$ cat config.mk
export PLATFORM = sky130hd
export DESIGN_NAME = vector_wb_serializer
export DESIGN_NICKNAME = d
export VERILOG_FILES = /design/src/rtl/vec_pkg.sv /design/src/rtl/vec_next_lane.sv /design/src/rtl/vector_wb_serializer.sv
export SDC_FILE = /design/constraint.sdc
export NUM_CORES = 1
export LEC_CHECK = 0
export BUFFER_PORTS_ARGS = -buffer_cell sky130_fd_sc_hd__buf_2
export CAP_MARGIN = 20
export CELL_PAD_IN_SITES_DETAIL_PLACEMENT = 0
export CELL_PAD_IN_SITES_GLOBAL_PLACEMENT = 2
export CORE_MARGIN = 2
export CORE_UTILIZATION = 33
export CTS_CLUSTER_SIZE = 28
export DETAILED_ROUTE_END_ITERATION = 7
export GPL_TIMING_DRIVEN = 0
export PLACE_DENSITY = 0.91
export REMOVE_ABC_BUFFERS = 1
export SLEW_MARGIN = 20
export SYNTH_ARGS = -nofsm -noshare
export SYNTH_HDL_FRONTEND = slang
export SYNTH_SLANG_ARGS = --single-unit
$ cat constraint.sdc
create_clock -name clk -period 7.9 [get_ports clk]
set_input_delay 1.58 -clock clk [delete_from_list [all_inputs] [get_ports clk]]
set_output_delay 1.58 -clock clk [all_outputs]
set_load 0.01 [all_outputs]
$ cat src/rtl/vec_pkg.sv
// Shared definitions for the vector write-back path: lane geometry,
// the serializer state type and the lane-index type.
package vec_pkg;

    localparam int LANES  = 5;
    localparam int WIDTH  = 32;
    localparam int STRIDE = 4;

    typedef enum logic {
        IDLE = 1'b0,
        SEND = 1'b1
    } vec_wb_state_t;

    // Lane index; wide enough for up to 8 lanes.
    typedef logic [2:0] lane_t;

endpackage

$ cat src/rtl/vec_next_lane.sv
// Priority finder: lowest set mask bit at or above 'start'.
// 'start' is one bit wider than a lane index so "above the last lane"
// can be expressed without wrapping back to lane 0.
module vec_next_lane
    import vec_pkg::*;
#(
    parameter int N_LANES = 5
) (
    input  logic [N_LANES-1:0] mask,
    input  logic [3:0]         start,
    output logic               found,
    output lane_t              lane
);

    // Scan from the top down so the lowest qualifying lane wins.
    always_comb begin
        found = 1'b0;
        lane  = '0;
        for (int i = N_LANES - 1; i >= 0; i--) begin
            if (mask[i] && (4'(i) >= start)) begin
                found = 1'b1;
                lane  = lane_t'(i);
            end
        end
    end

endmodule

$ cat src/rtl/vector_wb_serializer.sv
// Vector write-back serializer: takes a whole vector in one handshake,
// then streams it out one element per beat with a strided address.
// Optional lane masking is enabled by defining VECTOR_WB_MASK_EN.
module vector_wb_serializer
    import vec_pkg::*;
#(
    parameter int LANES  = vec_pkg::LANES,
    parameter int WIDTH  = vec_pkg::WIDTH,
    parameter int ADDR_W = 32,
    parameter int STRIDE = vec_pkg::STRIDE
) (
    input  logic                   clk,
    input  logic                   reset,
    input  logic                   in_valid,
    output logic                   in_ready,
    input  logic [LANES*WIDTH-1:0] vec_in,
    input  logic [ADDR_W-1:0]      in_base_addr,
`ifdef VECTOR_WB_MASK_EN
    input  logic [LANES-1:0]       in_mask,
`endif
    output logic                   wr_valid,
    input  logic                   wr_ready,
    output logic [ADDR_W-1:0]      wr_addr,
    output logic [WIDTH-1:0]       wr_data,
    output logic [2:0]             wr_lane,
    output logic                   wr_last,
    output logic                   busy,
    output logic                   done
);

    vec_wb_state_t     state_q, state_d;
    lane_t             lane_q, lane_d;
    logic [ADDR_W-1:0] base_q, base_d;
    logic              done_q, done_d;
    logic [WIDTH-1:0]  buf_q [LANES];
    logic [WIDTH-1:0]  vec_lane [LANES];

    logic  accept;
    logic  xfer;
    logic  is_last;
    logic  first_found;
    lane_t first_lane;
    lane_t next_lane;

    assign accept = in_valid && in_ready;
    assign xfer   = wr_valid && wr_ready;

    // Split the packed input vector into per-lane words and hold them.
    // The buffer carries no reset: its content is only observed in SEND.
    for (genvar gi = 0; gi < LANES; gi++) begin : g_lane
        assign vec_lane[gi] = vec_in[gi*WIDTH +: WIDTH];

        // Capture lane gi on acceptance.
        always_ff @(posedge clk) begin
            if (accept) begin
                buf_q[gi] <= vec_lane[gi];
            end
        end
    end

`ifdef VECTOR_WB_MASK_EN
    logic [LANES-1:0] mask_q;
    logic             next_found;

    // Mask is captured alongside the vector.
    always_ff @(posedge clk) begin
        if (reset) begin
            mask_q <= '0;
        end else if (accept) begin
            mask_q <= in_mask;
        end
    end

    // First enabled lane of the incoming vector.
    vec_next_lane #(.N_LANES(LANES)) u_first (
        .mask  (in_mask),
        .start (4'd0),
        .found (first_found),
        .lane  (first_lane)
    );

    // Next enabled lane strictly above the one being sent.
    vec_next_lane #(.N_LANES(LANES)) u_next (
        .mask  (mask_q),
        .start ({1'b0, lane_q} + 4'd1),
        .found (next_found),
        .lane  (next_lane)
    );

    assign is_last = !next_found;
`else
    assign first_found = 1'b1;
    assign first_lane  = '0;
    assign next_lane   = lane_q + 3'd1;
    assign is_last     = (lane_q == lane_t'(LANES - 1));
`endif

    // Next-state logic: accept in IDLE, advance one lane per transfer in SEND.
    always_comb begin
        state_d = state_q;
        lane_d  = lane_q;
        base_d  = base_q;
        done_d  = 1'b0;
        case (state_q)
            IDLE: begin
                if (accept) begin
                    base_d = in_base_addr;
                    if (first_found) begin
                        lane_d  = first_lane;
                        state_d = SEND;
                    end else begin
                        // Nothing enabled: the vector completes immediately.
                        done_d = 1'b1;
                    end
                end
            end
            SEND: begin
                if (xfer) begin
                    if (is_last) begin
                        state_d = IDLE;
                        done_d  = 1'b1;
                    end else begin
                        lane_d = next_lane;
                    end
                end
            end
            default: state_d = IDLE;
        endcase
    end

    // Control registers with synchronous reset.
    always_ff @(posedge clk) begin
        if (reset) begin
            state_q <= IDLE;
            lane_q  <= '0;
            base_q  <= '0;
            done_q  <= 1'b0;
        end else begin
            state_q <= state_d;
            lane_q  <= lane_d;
            base_q  <= base_d;
            done_q  <= done_d;
        end
    end

    // Outputs are decoded from registered state; beat fields read as zero
    // in IDLE and only change on a transfer, so they hold under backpressure.
    always_comb begin
        in_ready = (state_q == IDLE);
        busy     = (state_q == SEND);
        wr_valid = (state_q == SEND);
        done     = done_q;
        wr_addr  = '0;
        wr_data  = '0;
        wr_lane  = '0;
        wr_last  = 1'b0;
        if (state_q == SEND) begin
            wr_addr = base_q + (ADDR_W'(lane_q) * ADDR_W'(STRIDE));
            wr_data = buf_q[lane_q];
            wr_lane = lane_q;
            wr_last = is_last;
        end
    end

endmodule

# Word-level counts from Yosys, hierarchy flattened
# Memory sizes are Yosys's and may differ from the RTL's. A register that Yosys moved wholly into a read port is not among the register bits.
# Cells that the tools add are included.
[word_totals]
mem_bits_rw = 160
output_inout_bits = 72
wordCells = 34
ff_bits = 37
memories = 1
inputBits = 196
[mem_list]
columns = ["name", "words", "word_bits", "rd", "rd_clocked_by_memory_dff", "wr", "line", "source"]
rows = [
  ["buf_q", 5, 32, 1, 1, 5, "vector_wb_serializer.sv:35", "logic [WIDTH-1:0] buf_q [LANES];"],
]
[op_classes]
eq_ne = 4
n_reduce_logical = 4
mux = 18
n_bitwise = 1
add_sub_neg = 2
[op_table]
columns = ["cell", "n"]
rows = [
  ["32-bit 2-to-1 mux", 2],
  ["32-bit by 5-bit adder with 32-bit output", 1],
  ["3-bit 2-to-1 mux", 6],
  ["1-bit 2-to-1 mux", 7],
  ["3-bit one-hot mux with 2 select lines", 1],
  ["2-bit by 1-bit != test with 1-bit output, second input constant", 2],
  ["1-bit one-hot mux with 2 select lines", 2],
  ["3-bit by 1-bit adder with 3-bit output, second input constant", 1],
  ["3-bit == test, second input constant", 1],
  ["3-bit AND reduction", 1],
  ["1-bit logical AND", 2],
  ["2-bit != test, second input constant", 1],
  ["2-bit AND reduction", 1],
  ["1-bit inverter", 1],
]

# Longest topological paths before layout
# Gate-level depths: netlist of run 1.
[logic_depth]
ltp_word = 6
depth_mapped = 8
ltp_nobuf = 7

# Worst setup path before layout of run 1
# Ideal clock, no wire load.
[synth_path]
path_type = "input to register"
start = "input port in_valid"
end = "memory buf_q[0][0] (enable)"
stages = 3
arrival_ns = 6.341
path_slack_ns = 0.973
path_buffers = 1
setup_time_ns = 0.586
t_required_ns = 7.314
path_cell_list = "nand2_1 -> clkinv_1 -> buf_1"
[synth_lines]
columns = ["element", "line", "source"]
rows = [
  ["from (decl)", "vector_wb_serializer.sv:14", "input logic in_valid,"],
  ["to (decl)", "vector_wb_serializer.sv:35", ""],
]

# Final worst setup path of run 1
[layout_path]
start = "register lane_q[0]"
end = "output port wr_addr[26]"
[layout_via]
elab_chain_cells = 2
[layout_rtl]
columns = ["element", "line", "source"]
rows = [
  ["from (decl)", "vector_wb_serializer.sv:32", "lane_t lane_q, lane_d;"],
  ["from (signal assigned)", "vector_wb_serializer.sv:140", "lane_q <= lane_d;"],
  ["32-bit by 5-bit adder with 32-bit output", "vector_wb_serializer.sv:158", "wr_addr = base_q + (ADDR_W'(lane_q) * ADDR_W'(STRIDE));"],
  ["32-bit 2-to-1 mux", "vector_wb_serializer.sv:157", "if (state_q == SEND) begin"],
  ["to (decl)", "vector_wb_serializer.sv:23", "output logic [ADDR_W-1:0] wr_addr,"],
]
# Every way passes these cells.

==> impl_metrics.yaml, run 1 <==
job:
  drv_cap: 0
route:
  top_layer_used: "met5"
  drc_errors: 0
  vias_per_cell: 4.80
  met3WireLength_um: 1980
  drt-met1-wl_um: 8510
  dr.pass1.iters: 4
  drtIter0Drc: 317
  antenna_left: 0
  via_count: 5669
  wirelength_um: 20600
  wl_met2_um: 9760
  wl_per_cell_um: 17.4
run_status:
  status: "finished, final reports clean"
yosys:
  synth_ff_type: "edfxtp_1"
  synthTopCellsByCount: "160 x edfxtp_1, 76 x nand2_1, 52 x a21oi_1"
  synth_warnings: 0
  ys_types: 39
  synth_edf_count: 160
  synth.largest_area_cell: "edfxtp_1"
  synth_top_area_share_pct: 58.1
  syn_area_per_cell_um2: 14.2
  mappedNetlistArea_um2: 8280
  synthTopCellsByArea: "edfxtp_1 58%, dfxtp_1 9.7%, mux4_2 8.7%, mux2i_1 3.9%, nand2_1 3.4%"
  netlist_instances: 582
  yosysSeqAreaShare_pct: 67.7
  ys_async_sr_fraction_pct: 0
  yosysMostFrequentCell: "edfxtp_1"
  synth-seq-cells: 200
placement:
  hpwl_um: 14600
  preCtsSetupSlack_ns: 3.63
  dp_cells: 1146
  numPortBuffers: 267
  placed_cell_area_um2: 10000
  place_congestion: 0.778
power_and_ir_drop:
  ir_drop_mv: 0.141
  powerDensity_nw_per_um2: 220
  leakagePower_uw: 0.00400
cts:
  cts_root_buf: "clkbuf_16"
  cts_buffers: 17
  clkTransAtPathRegs_ns: 0.08
  cts_setup_buffers: 0
  clock_sinks: 200
  cts_tree: "built"
  ctsHoldBuffers: 0
  cts-resized-gates: 0
  insertion_delay_ns: 0.44
  clock_tree.buffer_depth: 2
  h-tree-depth: 4
global_routing:
  track_usage_pct: 15.8
  first_global_vias: 5711
  grt_max_degree: 91
  antenna_found_initial: 3
  grt_pass1_wl_um: 31500
  grt-ovfl-total: 0
floorplan:
  dieArea_um2: 26400
  die_h_um: 162
  core_area_um2: 24500
  die_w_um: 162
  rows: 57
  initial_core_util_pct: 33.8
  ios: 268
cells_and_area:
  syn2layout_area_growth_pct: 28.8
  fin_util_pct: 43.6
  layoutNonFillerInstCount: 1180
  drive_gt1_share_pct: 40.2
  design_area_um2: 10700
  multi_input_area_um2: 2500
  n_fill_cell: 2281
  fin_nets: 1043
  regArea_um2: 5610
worst_setup_path:
  critPathRequiredTime_ns: 6.32
  critPathMaxFanout: 15
  critPathBufInv: 2
  cp_slowest_cell: "a2111o_1"
  critPathCaptureType: "output pin"
  crit_arrival_ns: 3.16
  worst-path-stages: 8
  critPathTopFamily: "compound AO/OA/AOI/OAI gates"
  r2r_cells: 6
  critPathKind: "flop to output pin"
  max_stage_delay_ns: 0.63
  crit_chain: "ha_1 -> inv_1 -> fa_1 -> nand2b_1 -> a2111o_1 -> or3_1 -> a21oi_1 -> buf_2"
  startpoint_type: "flop"
hold_path:
  min_path_cells: 2
  holdCritPathClass: "flop to flop"
timing:
  setup_tns_ns: 0
  report.final.slew_viol_count: 0
  setup_violations: 0
  slew_headroom_pct: 50.0
  timing.final.ws_setup_ns: 3.16
  period_needed_ns: 4.74
  rsz0062_at_grt: "false"
  worst_pin_slew_ns: 0.750
  fin_crit_sh_pct: 59.9
  max_clock_freq_ghz: 0.211
  hold_viol: 0
  final.setup_skew_ns: 0.0155
-- registers in the layout, indices dropped and copies added (netlist names), named ones only --
register and cells:
busy 1, base_q 32, buf_q 160, done 1, lane_q 3
-- tightest hold or removal path, cell delays in order, from the launching register on --
cell and delay [ns]:
dfxtp_1 0.32, nand2_1 0.05, a21oi_1 0.05
-- cell type report --
class                      instances  area share [%]
sequential                       200            52.7
multi-input combinational        341            23.5
timing repair buffer             272            13.7
clock buffer                      17            3.99
tap                              324            3.80
clock inverter                    15            1.96
inverter                           9           0.387
antenna                            2          0.0469
-- cell families after synthesis --
| family | count (synthesis) | share of synthesized area, % |
|---|---|---|
| fa+ha+maj | 6 | 0.998 |
| buf+inv | 41 | 2.07 |
| xor+xnor | 11 | 1.16 |
| mux | 64 | 12.6 |
| compound gates | 81 | 5.49 |
| flops | 200 | 67.7 |
| simple gates | 179 | 9.96 |
-- cells in the final DEF (no fill, tap or decap), types with 13 or more instances in the layout --
cell,n
buf_2,267
edfxtp_1,160
nand2_1,75
a21oi_1,52
nor2_1,47
dfxtp_1,37
mux4_2,32
mux2i_1,32
clkbuf_16,17
o21ai_0,13
-- per-stage QoR --
stage	hold WS, ns	total power (µW)
floorplan	0.426	1360
global placement	0.440	1470
detailed placement	0.450	1470
CTS	0.464	2380
global route	0.482	2440
finish	0.461	2350
-- report_power, final --
part           internal, µW  switching (µW)
Clock                   443             465
Combinational           103             108
Sequential             1200            27.0
Total                  1750             600
-- routing by layer --
layer  vias to the layer above  GRT usage (%)
li1                       2711              -
met1                      2702           19.4
met2                       233           26.0
met3                        19           5.98
met4                         4           4.95
met5                         -              0
-- worst paths after layout --
path | startpoint | endpoint | slack [ns]
max | lane_q[0]$_SDFFE_PP0P_ | wr_addr[26] | 3.16
min | base_q[1]$_SDFFE_PP0P_ | base_q[1]$_SDFFE_PP0P_ | 0.46
max reg2reg | busy$_SDFF_PP0_ | flop | 4.94
min reg2reg | base_q[1]$_SDFFE_PP0P_ | base_q[1]$_SDFFE_PP0P_ | 0.46
Note: power is estimated with default switching activity, not from simulation.
==> run 2: changes to the inputs <==
--- a/config.mk
+++ b/config.mk
@@ -5,16 +5,17 @@
 export SDC_FILE = /design/constraint.sdc
 export NUM_CORES = 1
 export LEC_CHECK = 0
+export ABC_AREA = 1
 export BUFFER_PORTS_ARGS = -buffer_cell sky130_fd_sc_hd__buf_2
 export CAP_MARGIN = 20
 export CELL_PAD_IN_SITES_DETAIL_PLACEMENT = 0
 export CELL_PAD_IN_SITES_GLOBAL_PLACEMENT = 2
 export CORE_MARGIN = 2
-export CORE_UTILIZATION = 33
+export CORE_UTILIZATION = 28
 export CTS_CLUSTER_SIZE = 28
 export DETAILED_ROUTE_END_ITERATION = 7
 export GPL_TIMING_DRIVEN = 0
-export PLACE_DENSITY = 0.91
+export PLACE_DENSITY = 0.88
 export REMOVE_ABC_BUFFERS = 1
 export SLEW_MARGIN = 20
 export SYNTH_ARGS = -nofsm -noshare
==> constraint.sdc (replaced) <==
create_clock -name clk -period 3.9 [get_ports clk]
set_input_delay 0.78 -clock clk [delete_from_list [all_inputs] [get_ports clk]]
set_output_delay 0.78 -clock clk [all_outputs]
set_load 0.01 [all_outputs]
==> run 2 against run 1 <==
Compared with the run above:
- setup slack worse by 2.8 ns
- sequential share of layout area is 2.8 points lower
- combinational power up 120%
- critical endpoint is now wr_addr[28]
==> impl_metrics.yaml, run 2 <==
timing:
  worst_pin_slew_ns: 0.861
  slew_headroom_pct: 42.5
  setup_tns_ns: 0
  rsz0062_at_grt: "false"
  final.setup_skew_ns: 0.0172
  report.final.slew_viol_count: 0
  timing.final.ws_setup_ns: 0.395
  fin_crit_sh_pct: 89.9
  hold_viol: 0
  setup_violations: 0
  period_needed_ns: 3.50
  max_clock_freq_ghz: 0.285
worst_setup_path:
  startpoint_type: "flop"
  critPathRequiredTime_ns: 3.12
  critPathCaptureType: "output pin"
  rr_endpoint: "buf_q[0][11]$_DFFE_PP_"
  crit_arrival_ns: 2.72
  critPathMaxFanout: 5
  cp_slowest_cell: "dfxtp_1"
  crit_chain: "ha_1 -> inv_1 -> fa_1 -> inv_1 -> nand3_1 -> nand2_1 -> nand2_2 -> nor2_1 -> a21oi_1 -> nor2_1 -> buf_2"
  max_stage_delay_ns: 0.41
  reg2reg_from: "busy$_SDFF_PP0_"
  critPathKind: "flop to output pin"
  r2r_cells: 4
  critPathBufInv: 3
  r2r_setup_slack_ns: 0.77
  worst-path-stages: 11
  startpoint: "lane_q[0]$_SDFFE_PP0P_"
  critPathTopFamily: "simple AND/OR/NAND/NOR gates"
cts:
  cts_setup_buffers: 0
  cts-resized-gates: 0
  clkTransAtPathRegs_ns: 0.08
  ctsHoldBuffers: 0
  clock_tree.buffer_depth: 2
  clock_sinks: 200
  cts_buffers: 17
  h-tree-depth: 4
  cts_tree: "built"
  insertion_delay_ns: 0.45
  cts_root_buf: "clkbuf_16"
yosys:
  mappedNetlistArea_um2: 8920
  synthTopCellsByCount: "184 x nor2_1, 160 x edfxtp_1, 149 x o21ai_0"
  synth_top_area_share_pct: 53.9
  synth.largest_area_cell: "edfxtp_1"
  synth_warnings: 0
  syn_area_per_cell_um2: 9.64
  netlist_instances: 925
  yosysMostFrequentCell: "nor2_1"
  yosysSeqAreaShare_pct: 62.8
  synthTopCellsByArea: "edfxtp_1 54%, dfxtp_1 9.0%, o21ai_0 8.4%, nor2_1 7.7%, inv_1 4.6%"
  synth_edf_count: 160
  synth-seq-cells: 200
  ys_types: 28
  ys_async_sr_fraction_pct: 0
  synth_ff_type: "edfxtp_1"
route:
  via_count: 7069
  vias_per_cell: 4.45
  drc_errors: 0
  drtIter0Drc: 356
  dr.pass1.iters: 5
  wl_per_cell_um: 15.6
  wirelength_um: 24700
  antenna_left: 0
run_status:
  status: "finished, final reports clean"
placement:
  hpwl_um: 17000
  place_congestion: 0.828
  preCtsSetupSlack_ns: 0.733
  numPortBuffers: 267
cells_and_area:
  drive_gt1_share_pct: 28.7
  layout_common_cells: "267 x buf_2, 184 x nor2_1, 160 x edfxtp_1, 149 x o21ai_0, 110 x inv_1"
  fin_nets: 1373
  n_fill_cell: 3205
  largest_reg_flops: 160
  mostFrequentLayoutCell: "buf_2"
  largestRegisters: "buf_q: 160 flops, base_q: 32 flops, lane_q: 3 flops"
  syn2layout_area_growth_pct: 26.2
  regMostFlops: "buf_q"
floorplan:
  die_w_um: 182
  dieArea_um2: 33300
  die_h_um: 182
  core_area_um2: 31500
  ios: 268
  rows: 65
  initial_core_util_pct: 28.3
power_and_ir_drop:
  ir_drop_mv: 0.302
  leakagePower_uw: 0.00492
  powerDensity_nw_per_um2: 425
global_routing:
  grt_max_degree: 109
  grt-ovfl-total: 0
  first_global_vias: 6840
  track_usage_pct: 14.9
  antenna_found_initial: 6
  grt_pass1_wl_um: 37600
hold_path:
  hold_start: "base_q[31]$_SDFFE_PP0P_"
  holdCritPathClass: "flop to flop"
  min_path_cells: 2
  whs_endpoint: "base_q[31]$_SDFFE_PP0P_"
job:
  drv_cap: 0
==> run 2: worst max path at each step <==
stage	endpoint	slack, ns
after global placement	buf_q[0][11]$_DFFE_PP_	-2.99
after detailed placement	buf_q[0][11]$_DFFE_PP_	0.73
after CTS	wr_addr[28]	0.35
after global routing	wr_addr[28]	0.19
final	wr_addr[28]	0.40
after floorplan	buf_q[0][0]$_DFFE_PP_	-0.44
==> run 2: area by class of cell <==
| cell class | count | area [µm²] | area share (%) |
|---|---|---|---|
| Inverter | 113 | 437 | 3.88 |
| Timing Repair Buffer | 271 | 1430 | 12.7 |
| Clock inverter | 13 | 136 | 1.21 |
| Antenna cell | 2 | 5.00 | 0.0444 |
| Multi-Input combinational cell | 568 | 2680 | 23.8 |
| Tap cell | 402 | 503 | 4.47 |
| Clock buffer | 19 | 453 | 4.02 |
| Sequential cell | 200 | 5620 | 49.9 |
==> run 2: worst register-to-register path, stage by stage (launching register included) <==
cell and delay, ns:
dfxtp_2 0.54, inv_4 0.62, nand2_2 0.49, inv_8 0.52
buf_16 0.46
==> run 2: per-layer routing <==
metal,routed length [µm],global-route usage [%],vias up
met5,50,0,-
met2,11400,24.4,218
li1,-,-,3567
met3,1820,4.81,30
met4,367,4.68,8
met1,11100,18.6,3246
==> run 2: kinds of logic (layout without fill, tap and decap cells) <==
group | Yosys count | count (layout) | synth area share [%]
fa+ha+maj | 6 | 6 | 0.926
simple gates | 323 | 323 | 15.5
compound gates | 237 | 237 | 13.3
flops | 200 | 200 | 62.8
buf+inv | 157 | 416 | 7.19
other cells | 0 | 2 | 0
xor+xnor | 2 | 2 | 0.196
==> run 2: per-stage QoR <==
step / hold slack [ns] / power (µW) / util (%) / instance area [µm²] / std cells
after floorplan: 0.446 / 2810 / - / 8700 / 881
after global placement: 0.459 / 3050 / 33.5 / 10500 / 1550
after detailed placement: 0.467 / 3060 / 33.9 / 10700 / 1554
after CTS: 0.466 / 4860 / 35.8 / 11300 / 1586
after global routing: 0.467 / 5010 / 35.8 / 11300 / 1586
final: 0.477 / 4780 / 35.8 / 11300 / 1588
==> run 2: where the power goes <==
part / switching (µW) / internal, µW
Combinational: 281 / 184
Clock: 851 / 935
Sequential: 73.6 / 2460
Total: 1210 / 3580
